<file path="src/rtl/global_pool_mc_if.sv">
// Streaming bus for global_pool_mc.
// Carries the sample input handshake (in_data/valid_in/ready_in) and the
// pooled-result output handshake (out_data/out_ch/valid_out/ready_out).
//   master : stream producer / result consumer (upstream + downstream side)
//   slave  : the pooling engine
interface global_pool_mc_if #(
  parameter int DATA_W = 16,
  parameter int CH     = 4
);
  localparam int CH_W = (CH > 1) ? $clog2(CH) : 1;

  logic signed [DATA_W-1:0] in_data;
  logic                     valid_in;
  logic                     ready_in;
  logic signed [DATA_W-1:0] out_data;
  logic [CH_W-1:0]          out_ch;
  logic                     valid_out;
  logic                     ready_out;

  modport master (
    output in_data, valid_in, ready_out,
    input  ready_in, out_data, out_ch, valid_out
  );

  modport slave (
    input  in_data, valid_in, ready_out,
    output ready_in, out_data, out_ch, valid_out
  );
endinterface

</file>
<file path="src/rtl/global_pool_mc.sv">
// Multi-channel global pooling engine.
// Consumes a channel-interleaved stream of 2**LOG2_N positions x CH channels,
// reduces every channel to its rounded average (mode=0) or maximum (mode=1)
// and drains the CH results one per accepted handshake.
// Ports:
//   clk, rst          : clock, synchronous active-low reset
//   gap_en            : level enable; rising edge in IDLE starts a frame,
//                       low during a frame aborts it
//   mode              : 0 = average, 1 = max, captured at frame start
//   bus               : sample input and result output handshakes
//   done              : one-cycle pulse after the last result is accepted
//   dbg_accumulator   : channel-0 accumulator
//   dbg_sample_count  : positions completed in the current frame
module global_pool_mc #(
  parameter int DATA_W = 16,
  parameter int CH     = 4,
  parameter int LOG2_N = 12,
  parameter int ACC_W  = 32
) (
  input  logic               clk,
  input  logic               rst,
  input  logic               gap_en,
  input  logic               mode,
  global_pool_mc_if.slave    bus,
  output logic               done,
  output logic [ACC_W-1:0]   dbg_accumulator,
  output logic [16:0]        dbg_sample_count
);
  localparam int CH_W = (CH > 1) ? $clog2(CH) : 1;
  localparam logic [CH_W-1:0]         LAST_CH  = CH_W'(CH - 1);
  localparam logic [16:0]             LAST_POS = 17'((64'd1 << LOG2_N) - 64'd1);
  localparam logic signed [ACC_W-1:0] ACC_MIN  = {1'b1, {(ACC_W-1){1'b0}}};
  localparam logic signed [ACC_W-1:0] ROUND_K  = ACC_W'(1) << (LOG2_N - 1);

  if (ACC_W < DATA_W + LOG2_N) begin : g_acc_w_chk
    $error("global_pool_mc: ACC_W must be >= DATA_W + LOG2_N");
  end
  if (LOG2_N < 1 || LOG2_N > 16) begin : g_log2n_chk
    $error("global_pool_mc: LOG2_N must be in 1..16");
  end
  if (CH < 1) begin : g_ch_chk
    $error("global_pool_mc: CH must be >= 1");
  end

  typedef enum logic [1:0] {S_IDLE, S_ACCUM, S_DRAIN, S_DONE} state_t;

  state_t                   state, state_nxt;
  logic                     armed;       // gap_en seen low since the last start
  logic                     mode_max;
  logic                     issued_all;  // every channel has been loaded into the output register
  logic [CH_W-1:0]          ch_idx;      // accumulate channel, reused as drain channel
  logic [16:0]              pos_cnt;
  logic signed [ACC_W-1:0]  acc [CH];
  logic                     start, xfer, load, finish, abort;

  // Round half up, arithmetic shift, truncate to the sample width.
  function automatic logic signed [DATA_W-1:0] avg_round(input logic signed [ACC_W-1:0] a);
    logic signed [ACC_W-1:0] s;
    s = (a + ROUND_K) >>> LOG2_N;
    return s[DATA_W-1:0];
  endfunction

  function automatic logic signed [ACC_W-1:0] max_pick(input logic signed [ACC_W-1:0] a,
                                                        input logic signed [DATA_W-1:0] d);
    logic signed [ACC_W-1:0] e;
    e = ACC_W'(d);
    return (e > a) ? e : a;
  endfunction

  assign bus.ready_in     = (state == S_ACCUM);
  assign dbg_accumulator  = acc[0];
  assign dbg_sample_count = pos_cnt;

  always_ff @(posedge clk) begin
    if (!rst) state <= S_IDLE;
    else      state <= state_nxt;
  end

  always_comb begin
    state_nxt = state;
    start     = 1'b0;
    xfer      = 1'b0;
    load      = 1'b0;
    finish    = 1'b0;
    abort     = 1'b0;
    case (state)
      S_IDLE: begin
        if (gap_en && armed) begin
          start     = 1'b1;
          state_nxt = S_ACCUM;
        end
      end
      S_ACCUM: begin
        if (!gap_en) begin
          abort     = 1'b1;
          state_nxt = S_IDLE;
        end else if (bus.valid_in) begin
          xfer = 1'b1;
          if (ch_idx == LAST_CH && pos_cnt == LAST_POS) state_nxt = S_DRAIN;
        end
      end
      S_DRAIN: begin
        if (!gap_en) begin
          abort     = 1'b1;
          state_nxt = S_IDLE;
        end else if (!bus.valid_out || bus.ready_out) begin
          if (!issued_all) begin
            load = 1'b1;
          end else if (bus.valid_out) begin
            finish    = 1'b1;
            state_nxt = S_DONE;
          end
        end
      end
      S_DONE:  state_nxt = S_IDLE;
      default: state_nxt = S_IDLE;
    endcase
  end

  always_ff @(posedge clk) begin
    if (!rst) begin
      armed         <= 1'b0;
      mode_max      <= 1'b0;
      issued_all    <= 1'b0;
      ch_idx        <= '0;
      pos_cnt       <= '0;
      for (int i = 0; i < CH; i++) acc[i] <= '0;
      bus.out_data  <= '0;
      bus.out_ch    <= '0;
      bus.valid_out <= 1'b0;
      done          <= 1'b0;
    end else begin
      done <= finish;
      if (!gap_en)    armed <= 1'b1;
      else if (start) armed <= 1'b0;

      if (start) begin
        mode_max   <= mode;
        issued_all <= 1'b0;
        ch_idx     <= '0;
        pos_cnt    <= '0;
        for (int i = 0; i < CH; i++) acc[i] <= mode ? ACC_MIN : '0;
      end

      if (xfer) begin
        acc[ch_idx] <= mode_max ? max_pick(acc[ch_idx], bus.in_data)
                                : acc[ch_idx] + ACC_W'(bus.in_data);
        if (ch_idx == LAST_CH) begin
          ch_idx  <= '0;
          pos_cnt <= pos_cnt + 17'd1;
        end else begin
          ch_idx <= ch_idx + 1'b1;
        end
      end

      if (load) begin
        bus.out_data  <= mode_max ? acc[ch_idx][DATA_W-1:0] : avg_round(acc[ch_idx]);
        bus.out_ch    <= ch_idx;
        bus.valid_out <= 1'b1;
        if (ch_idx == LAST_CH) issued_all <= 1'b1;
        else                   ch_idx     <= ch_idx + 1'b1;
      end

      if (finish || abort) bus.valid_out <= 1'b0;
    end
  end
endmodule
</file>
<file path="src/flat_wrapper.sv">
// flat-port wrapper written by rule: the top's interface ports become plain ports
module global_pool_mc_flat 
#(
  parameter int DATA_W = 16,
  parameter int CH     = 4,
  parameter int LOG2_N = 12,
  parameter int ACC_W  = 32
)
  (clk, rst, gap_en, mode, done, dbg_accumulator, dbg_sample_count, bus_in_data, bus_valid_in, bus_ready_out, bus_ready_in, bus_out_data, bus_out_ch, bus_valid_out);
  global_pool_mc_if #(.DATA_W(DATA_W), .CH(CH)) bus_i ();
  input  logic clk;
  input  logic rst;
  input  logic gap_en;
  input  logic mode;
  output logic done;
  output logic [ACC_W-1:0] dbg_accumulator;
  output logic [16:0] dbg_sample_count;
  input wire logic [$bits(bus_i.in_data)-1:0] bus_in_data;
  input wire logic [$bits(bus_i.valid_in)-1:0] bus_valid_in;
  input wire logic [$bits(bus_i.ready_out)-1:0] bus_ready_out;
  output wire logic [$bits(bus_i.ready_in)-1:0] bus_ready_in;
  output wire logic [$bits(bus_i.out_data)-1:0] bus_out_data;
  output wire logic [$bits(bus_i.out_ch)-1:0] bus_out_ch;
  output wire logic [$bits(bus_i.valid_out)-1:0] bus_valid_out;
  assign bus_i.in_data = bus_in_data;
  assign bus_i.valid_in = bus_valid_in;
  assign bus_i.ready_out = bus_ready_out;
  assign bus_ready_in = bus_i.ready_in;
  assign bus_out_data = bus_i.out_data;
  assign bus_out_ch = bus_i.out_ch;
  assign bus_valid_out = bus_i.valid_out;
  global_pool_mc #(.DATA_W(DATA_W), .CH(CH), .LOG2_N(LOG2_N), .ACC_W(ACC_W)) u_core (.clk(clk), .rst(rst), .gap_en(gap_en), .mode(mode), .bus(bus_i), .done(done), .dbg_accumulator(dbg_accumulator), .dbg_sample_count(dbg_sample_count));
endmodule
</file>
<file path="config.mk">
export PLATFORM = sky130hd
export DESIGN_NAME = global_pool_mc_flat
export DESIGN_NICKNAME = d
export VERILOG_FILES = /design/src/rtl/global_pool_mc_if.sv /design/src/rtl/global_pool_mc.sv /design/src/flat_wrapper.sv
export SDC_FILE = /design/constraint.sdc
export NUM_CORES = 1
export LEC_CHECK = 0
export CORE_MARGIN = 3
export CORE_UTILIZATION = 40
export DETAILED_ROUTE_END_ITERATION = 16
export HOLD_SLACK_MARGIN = 0.15
export PLACE_DENSITY = 0.61
export SETUP_SLACK_MARGIN = 0.2
export SYNTH_ARGS = -nofsm -noshare
export SYNTH_HDL_FRONTEND = slang
export SYNTH_SLANG_ARGS = --single-unit
</file>
<file path="constraint.sdc">
create_clock -name clk -period 13.2 [get_ports clk]
set_input_delay 2.64 -clock clk [delete_from_list [all_inputs] [get_ports clk]]
set_output_delay 2.64 -clock clk [all_outputs]
set_load 0.01 [all_outputs]
</file>
==> results of run 1 <==
==> state kept, by name, summed over array words and instances, names as in the netlist <==
signal	flops
u_core.acc	128
u_core.dbg_sample_count	17
u_core.bus.out_data	16
u_core.bus.out_ch	2
u_core.ch_idx	2
u_core.state	2
u_core.armed	1
u_core.bus.valid_out	1
u_core.done	1
u_core.issued_all	1
u_core.mode_max	1
==> final cells by class <==
type,instances,area [sq um]
clock buffers,17,425
repair buffers,103,996
fillers,2707,15300
well taps,384,480
multi-input cells,882,6480
clock inverters,15,171
inverters,67,251
flip-flops and latches,172,4730
==> cell families after synthesis <==
logic type	share of synthesized area, %
AO/OA/AOI/OAI	20.2
XOR/XNOR	2.45
adder cells (fa/ha/maj)	8.78
buffers and inverters	4.87
flip-flops	40.1
multiplexers	7.46
AND/OR/NAND/NOR	16.1
==> Yosys cell counts (all sizes together), types with 5 or more instances <==
cell,count
o21ai,69
mux4,30
edfxtp,128
nor4,9
a21boi,8
o21bai,9
nor2b,15
a22oi,9
o311ai,5
buf,23
nand4,16
mux2i,13
a21oi,92
a211oi,59
inv,67
xnor2,29
nor3,43
o31ai,5
a31oi,9
a21o,6
or3,6
and3,12
and2,36
o21a,11
nand3,23
dfxtp,44
a31o,6
o211ai,11
nand2,106
a311oi,8
clkbuf,48
nand2b,13
nor2,78
o22ai,12
ha,81
==> layer usage <==
| layer | track usage, % | vias to the layer above |
|---|---|---|
| li1 | - | 4563 |
| met1 | 33.6 | 4648 |
| met2 | 35.7 | 377 |
| met3 | 2.89 | 39 |
| met4 | 6.05 | 0 |
| met5 | 0 | - |
==> per-stage QoR <==
stage	hold WS [ns]	std cells	instance area, sq um	power (mW)	worst slack (ns)
after floorplan	0.470	1192	11800	0.962	8.04
after global placement	0.454	1608	12900	1.10	6.31
after detailed placement	0.466	1608	12900	1.10	6.14
after CTS	0.479	1640	13500	1.61	6.59
after global routing	0.513	1640	13500	1.68	6.22
final	0.477	1640	13500	1.61	6.48
==> worst min-delay path by stage <==
| stage | from | cells past startpoint | slack, ns | end |
|---|---|---|---|---|
| 5_1_grt | u_core.bus.out_ch[1] | 2 | 0.51 | u_core.bus.out_ch[1] |
| 4_1_cts | u_core.bus.out_ch[0] | 2 | 0.48 | u_core.bus.out_ch[0] |
| 2_1_floorplan | u_core.armed | 2 | 0.47 | u_core.armed |
| 3_5_place_dp | u_core.bus.out_ch[0] | 2 | 0.47 | u_core.bus.out_ch[0] |
| 6_report | u_core.bus.out_ch[0] | 2 | 0.48 | u_core.bus.out_ch[0] |
| 3_3_place_gp | u_core.bus.out_ch[0] | 2 | 0.45 | u_core.bus.out_ch[0] |
==> worst register-to-register path, stage by stage (launching register included) <==
cell and delay, ns:
dfxtp_2 0.73, buf_4 0.54, mux2_2 0.40, o21ai_0 0.51, ha_1 0.47, nand4_4 0.19, nor3_1 0.08, a211o_1 0.33
a211oi_2 0.26, a31o_2 0.45, or2_2 0.55, buf_4 0.48, mux2i_1 0.40, a211oi_1 0.14
==> power breakdown <==
part | leakage, nW | switching (mW) | internal, mW
Clock | 0.285 | 0.255 | 0.256
Sequential | 1.70 | 0.0155 | 0.610
Combinational | 2.84 | 0.310 | 0.163
==> run metrics, run 1 <==
register area share after synthesis roughly 40%; clk_lat worst skew about 0.44 ns; Worst Skew approximately 0.017 ns; post-layout minimum cycle time between 6 and 7 ns; worst-path fanout max 43; antenna cells 0; met1 wire length about 16,000 microns; post-synth top area share 32.6%; Seq cells post-synth 172; average footprint of a synthesized cell a little under 10 sq um; Synth Warn # 0; htree depth 4; WL met2 approximately 16,000 microns; status completed; top sig layer met4; Top Ports a little over 90; Critical Path Max Stage Delay roughly 0.71 ns; reg2reg path depth 13; Via Count 9,627; commonest non-fill, non-tap cell in the layout edfxtp_1; layout cells sized above 1 10.0%; worst hold-check path type reg2reg; Main synth FF type edfxtp_1; Resized cells post-CTS 0; top achievable clock speed 149 MHz; static leakage power around 4.8 nW; All-Layer GR Usage a little under a quarter; Async SR Flop Fraction 0%; CP Depth 9; initial antenna violation count 0; root buf cell clkbuf_16; Total Wirelength 35,800 microns; routed len/inst about 22 microns; clk slew on worst S/H paths ~0.080 ns; hold_buf cts 0; postcts setup bufs 0; Vias/cell approximately 6; die area between 0.03 and 0.04 sq mm; worst path arrival time slightly below 7 ns; clock buffer depth 2; crit-path cells buf_2 > ha_1 > nand4_2 > nor4_4 > and3_1 > or2_2 > buf_4 > mux2i_1 > a211oi_1; # DRC 0; cell row count 62; Relative slew margins roughly 30%; Max IR drop VDD about 90 uV; met3 WL post-DR 2260 microns; CTS Buf Count 17; Crit Reg-Reg Endpoint u_core.acc[0][7]; first-pass GRT wire length 55,100 microns; Post-Synthesis Cell Area between 0.01 and 0.015 sq mm; PwrDens 119 mW/mm^2; synthesized instance count ~1,200; DRT Pass-1 Iters 5; FF-to-FF Start u_core.ch_idx[0]; Final Util 46.9%; Req. time, crit path roughly 13 ns; WS Path Type in2reg; post-route ant nets 0; WP buf/inv 2; area delta synth->final 15.0%; reg2reg setup slack 7.38 ns; GPL Wtd Cong between 0.9 and 1; core area 0.0289 sq mm; DRT iter0 DRCs 968; clk sinks roughly 170; Cell variety after synth 84; DP HPWL about 25,000 microns; starting density of the core between 40% and 50%; biggest area consumer among synthesized cells edfxtp_1; fin nets 1,347; Worst Setup Start Kind input pin; Max-Cap Viols 0; Area contributors post-synth edfxtp_1 (33%), ha_1 (8.6%), dfxtp_1 (7.5%), mux4_2 (5.7%), a21oi_1 (3.7%); Post-synth EDFFs between 100 and 150; most frequent cells in the layout edfxtp_1 (128), nand2_1 (106), clkdlybuf4s50_1 (90), a21oi_1 (86), ha_1 (81); IO buf count ~90; Setup crit end u_core.acc[0][7]; RSZ-0062 raised after global routing no; DIE HEIGHT approximately 180 microns; Overflow after GRT 0; hold violation total from the final report 0; final period utilization roughly half; largest net degree at the start of global routing between 70 and 80; critical path's top delay family simple AND/OR/NAND/NOR gates; Setup crit end kind flip-flop; setup TNS 0 ns; syn nets around 1,300; Slew Viols, Final 0; Setup-failing EPs final 0; Die Wd around 180 microns; number of global-route vias before repair 9,166; TritonCTS clock tree done; worst setup path start bus_in_data[15]; CP max-delay cell buf_2; Worst-Margin Slew ~1.1 ns
Note: power is estimated with default switching activity, not from simulation.
==> run 2: changes to the inputs <==
==> constraint.sdc (replaced) <==
create_clock -name clk -period 6.5 [get_ports clk]
set_input_delay 1.3 -clock clk [delete_from_list [all_inputs] [get_ports clk]]
set_output_delay 1.3 -clock clk [all_outputs]
set_load 0.01 [all_outputs]
==> run 2 against run 1 <==
Net effect: combinational power increased by 100%; largest power group unchanged; sequential share of layout area decreased by 0.18 points; sequential power increased by 100%; core utilization increased by 0.24 points.
==> run metrics, run 2 (synthesis results as in run 1) <==
worst-path fanout max 22; Overflow after GRT 0; grt met2 use 36.4%; worst hold-check path type reg2reg; All-Layer GR Usage between 20% and 30%; Slew Viols, Final 0; GPL Wtd Cong between 0.9 and 1; Max IR drop VDD roughly 140 uV; pre-CTS setup slack about 1.2 ns; Clk network pwr share about a third; Req. time, crit path 6.63 ns; final period utilization between 70% and 80%; PwrDens about 240 mW/mm^2; Worst Skew between 0.015 and 0.02 ns; Max-Cap Viols 0; Filler cells roughly 2,800; hold_buf cts 0; switch share between 30% and 40%; Via Count 9,741; DIE HEIGHT approximately 180 microns; routed len/inst roughly 22 microns; Relative slew margins between 20 and 30%; Largest Register u_core.acc; setup slack after layout 1.39 ns; number of global-route vias before repair 9,339; M1 GR Usage between 30% and 40%; IO buf count 91; cell row count 62; Total Wirelength roughly 36,000 microns; Reg area 0.00473 sq mm; clk sinks ~170; first-pass GRT wire length ~55,000 microns; CTS Buf Count 17; clk slew on worst S/H paths approximately 0.070 ns; DP HPWL 25,700 microns; Top Ports 92; clock buffer depth 2; Die Wd 178 microns; # DRC 0; commonest non-fill, non-tap cell in the layout edfxtp_1; Comb pwr share just under 30%; Setup-failing EPs final 0; crit-path cells buf_12 > mux4_2 > inv_1 > ha_1 > nand4_1 > nor3_1 > o311ai_1 > a31o_2 > or2_2 > buf_4 > a211oi_2 > a211oi_1; die area between 0.03 and 0.04 sq mm; most frequent cells in the layout edfxtp_1 (128), nand2_1 (106), clkdlybuf4s50_1 (90), a21oi_1 (86), ha_1 (81); post-route ant nets 0; CP max-delay cell dfxtp_2; WS Path Type reg2reg; antenna cells 0; layout cells sized above 1 a little over a tenth; post-layout minimum cycle time between 5 and 6 ns; Worst Setup Start Kind flip-flop; M3 GR Usage under 10%; worst path arrival time roughly 5.2 ns; DRT iter0 DRCs between 900 and 1,000; Setup crit end kind flip-flop; number of flip-flops in the largest register approximately 130; TritonCTS clock tree done; area delta synth->final 15.6%; top achievable clock speed between 150 and 200 MHz; setup TNS 0 ns; largest net degree at the start of global routing 71; GR peak layer met2; postcts setup bufs 0; static leakage power roughly 4.9 nW; Vias/cell 5.90; Multi-input gate area 0.00648 sq mm; status completed; RSZ-0062 raised after global routing no; Worst-Margin Slew ~1.1 ns; root buf cell clkbuf_16; initial antenna violation count 0; WHS just under 0.5 ns; DRT Pass-1 Iters 7; sequential share of power about two fifths; Resized cells post-CTS 0; hold violation total from the final report 0; Critical Path Max Stage Delay about 0.78 ns; Switch Pwr ~1.2 mW; starting density of the core roughly two fifths; core area slightly below 0.03 sq mm; fin nets between 1,000 and 1,500; Int Pwr 2.11 mW; clk_lat worst skew about 0.44 ns; htree depth 4
run 2: through the flow:
| step | cell area (sq um) | utilization [%] | total power [mW] | std cells |
|---|---|---|---|---|
| after floorplan | 11800 | - | 1.95 | 1192 |
| after global routing | 13600 | 47.2 | 3.41 | 1650 |
| after CTS | 13600 | 47.2 | 3.27 | 1650 |
| after detailed placement | 13000 | 45.2 | 2.25 | 1618 |
| final | 13600 | 47.2 | 3.27 | 1650 |
| after global placement | 13000 | 45.2 | 2.25 | 1618 |
run 2: area by class of cell:
type	count	share of cell area, %
clock buffer	19	3.34
sequential	172	34.8
clock inverter	13	0.919
timing repair buffer	113	7.96
inverter	67	1.85
tap	384	3.53
multi-input combinational	882	47.6
run 2: per-layer routing:
layer	vias to the layer above	part of all wire, %
li1	4574	-
met1	4743	45
met2	374	46
met3	50	6.2
met4	0	2.9
met5	-	0
run 2: worst max-delay path, delay by kind of cell, from the launching register on:
family / cells / cell delay [ns]
and+or+nand+nor: 3 / 1.26
AOI/OAI and AO/OA: 4 / 0.96
buffers and inverters: 3 / 0.82
DFF: 1 / 0.78
muxes: 1 / 0.64
adders and majority gates: 1 / 0.32
run 2: path summary, 6_finish.rpt:
kind                           to  slack [ns]            startpoint  depth (start not counted)
min reg2reg  u_core.bus.out_ch[0]        0.48  u_core.bus.out_ch[0]                          2
max reg2reg     u_core.acc[2][25]        1.39      u_core.ch_idx[0]                         12
min          u_core.bus.out_ch[0]        0.48  u_core.bus.out_ch[0]                          2
max             u_core.acc[2][25]        1.39      u_core.ch_idx[0]                         12
run 2: power groups by stage:
stage | combinational [mW] | sequential, mW | clock (mW)
floorplan | 0.666 | 1.29 | 0
global placement | 0.953 | 1.29 | 0
detailed placement | 0.956 | 1.30 | 0
CTS | 0.962 | 1.27 | 1.04
global route | 1.05 | 1.28 | 1.08
finish | 0.970 | 1.27 | 1.03
==> run 3: changes to the inputs <==
==> constraint.sdc (replaced) <==
create_clock -name clk -period 5.2 [get_ports clk]
set_input_delay 1.04 -clock clk [delete_from_list [all_inputs] [get_ports clk]]
set_output_delay 1.04 -clock clk [all_outputs]
set_load 0.01 [all_outputs]
==> run 3 against run 2 <==
Net effect: hold slack lost 0.015 ns; clock skew fell by 0.0048 ns; sequential cell count stayed put; via count decreased by 0.10%; largest power group unchanged.
==> run metrics, run 3 (synthesis results as in run 1) <==
status completed; Resized cells post-CTS 0; post-layout minimum cycle time around 4.5 ns; clk sinks roughly 170; Switch Pwr between 1 and 1.5 mW; IO buf count 91; Worst Skew between 0.01 and 0.015 ns; # DRC 0; Worst Setup Start Kind flip-flop; die area around 0.032 sq mm; switch share 35.6%; final period utilization 87.0%; htree depth 4; first-pass GRT wire length between 50,000 and 60,000 microns; fin nets between 1,000 and 1,500; DIE HEIGHT 178 microns; Top Ports 92; GPL Wtd Cong around 0.95; clock buffer depth 2; PwrDens slightly above 300 mW/mm^2; clk_lat worst skew around 0.45 ns; core area a little under 0.03 sq mm; postcts setup bufs 0; TritonCTS clock tree done; DRT Pass-1 Iters 6; setup TNS 0 ns; Die Wd about 180 microns; worst-path fanout max 30; Via Count about 9,700; Setup crit end kind flip-flop; Int Pwr 2.68 mW; layout cells sized above 1 between 10% and 20%; Filler cells roughly 2,700; antenna cells 0; DRT iter0 DRCs 900; routed len/inst roughly 22 microns; Max-Cap Viols 0; All-Layer GR Usage 22.8%; static leakage power approximately 4.9 nW; Overflow after GRT 0; worst hold-check path type reg2reg; Relative slew margins 37.1%; largest net degree at the start of global routing ~80; Vias/cell 5.87; worst path arrival time approximately 4.7 ns; Slew Viols, Final 0; initial antenna violation count 1; Setup-failing EPs final 0; RSZ-0062 raised after global routing no; Final Util a little under half; most frequent cells in the layout edfxtp_1 (128), nand2_1 (106), clkdlybuf4s50_1 (90), a21oi_1 (86), ha_1 (81); hold violation total from the final report 0; hold_buf cts 0; CTS Buf Count 17; Reg area 0.00473 sq mm; post-route ant nets 0; starting density of the core between 40% and 50%; Total Wirelength roughly 36,000 microns; Clk network pwr share approximately a third; sequential share of power between 30% and 40%; Multi-input gate area 0.00648 sq mm; number of global-route vias before repair slightly above 9,000; root buf cell clkbuf_16; commonest non-fill, non-tap cell in the layout edfxtp_1; top achievable clock speed between 200 and 250 MHz; Comb pwr share 29.5%; WS Path Type reg2reg; Largest Register u_core.acc; Max IR drop VDD between 150 and 200 uV; Req. time, crit path about 5.4 ns; clk slew on worst S/H paths 0.08 ns; area delta synth->final 16.4%; Worst-Margin Slew approximately 0.94 ns; number of flip-flops in the largest register 128; cell row count 62; DP HPWL approximately 26,000 microns
[run 3: area by class of cell]
class | count | share of cell area (%)
multi-input cells | 882 | 47.3
flip-flops and latches | 172 | 34.5
repair buffers | 120 | 8.38
well taps | 384 | 3.50
clock buffers | 17 | 3.10
inverters | 67 | 1.83
clock inverters | 15 | 1.39
[run 3: worst max-delay path: stages (launching register included)]
cell	delay, ns
dfxtp_2	0.36
buf_12	0.25
mux4_2	0.67
inv_1	0.14
ha_1	0.33
nand4_2	0.24
nor4_4	0.43
o311ai_1	0.24
a31o_2	0.29
or2_2	0.52
buf_4	0.29
a211oi_2	0.34
a211oi_1	0.09
[run 3: per-stage QoR]
stage	worst slack, ns	hold slack [ns]	cell area [sq um]	total power, mW	instances
floorplan	0.896	0.470	11800	2.44	1192
global placement	0.493	0.463	13100	2.82	1625
detailed placement	0.363	0.462	13100	2.82	1625
CTS	0.669	0.475	13700	4.17	1657
global route	0.462	0.519	13700	4.34	1657
finish	0.676	0.468	13700	4.16	1657
[run 3: power groups by stage]
stage          Combinational, mW  Sequential, mW  Clock [mW]
2_1_floorplan              0.832            1.61           0
3_3_place_gp                1.21            1.61           0
3_5_place_dp                1.21            1.61           0
4_1_cts                     1.22            1.58        1.37
5_1_grt                     1.33            1.59        1.42
6_report                    1.23            1.58        1.35
[run 3: routing by layer]
layer / track usage, % / part of all wire [%] / routed length [microns] / up-vias
met1: 31.7 / 45 / 16000 / 4741
li1: - / - / - / 4592
met2: 37.1 / 47 / 16900 / 345
met3: 3.92 / 6.0 / 2130 / 51
met4: 5.69 / 2.1 / 742 / 2
met5: 0 / 0.036 / 13 / -
[run 3: final timing paths]
path | startpoint | end | slack [ns] | cells after the start
max | u_core.ch_idx[0] | u_core.acc[3][25] | 0.68 | 12
min | u_core.bus.out_ch[0] | u_core.bus.out_ch[0] | 0.47 | 2
max reg2reg | u_core.ch_idx[0] | u_core.acc[3][25] | 0.68 | 12
min reg2reg | u_core.bus.out_ch[0] | u_core.bus.out_ch[0] | 0.47 | 2
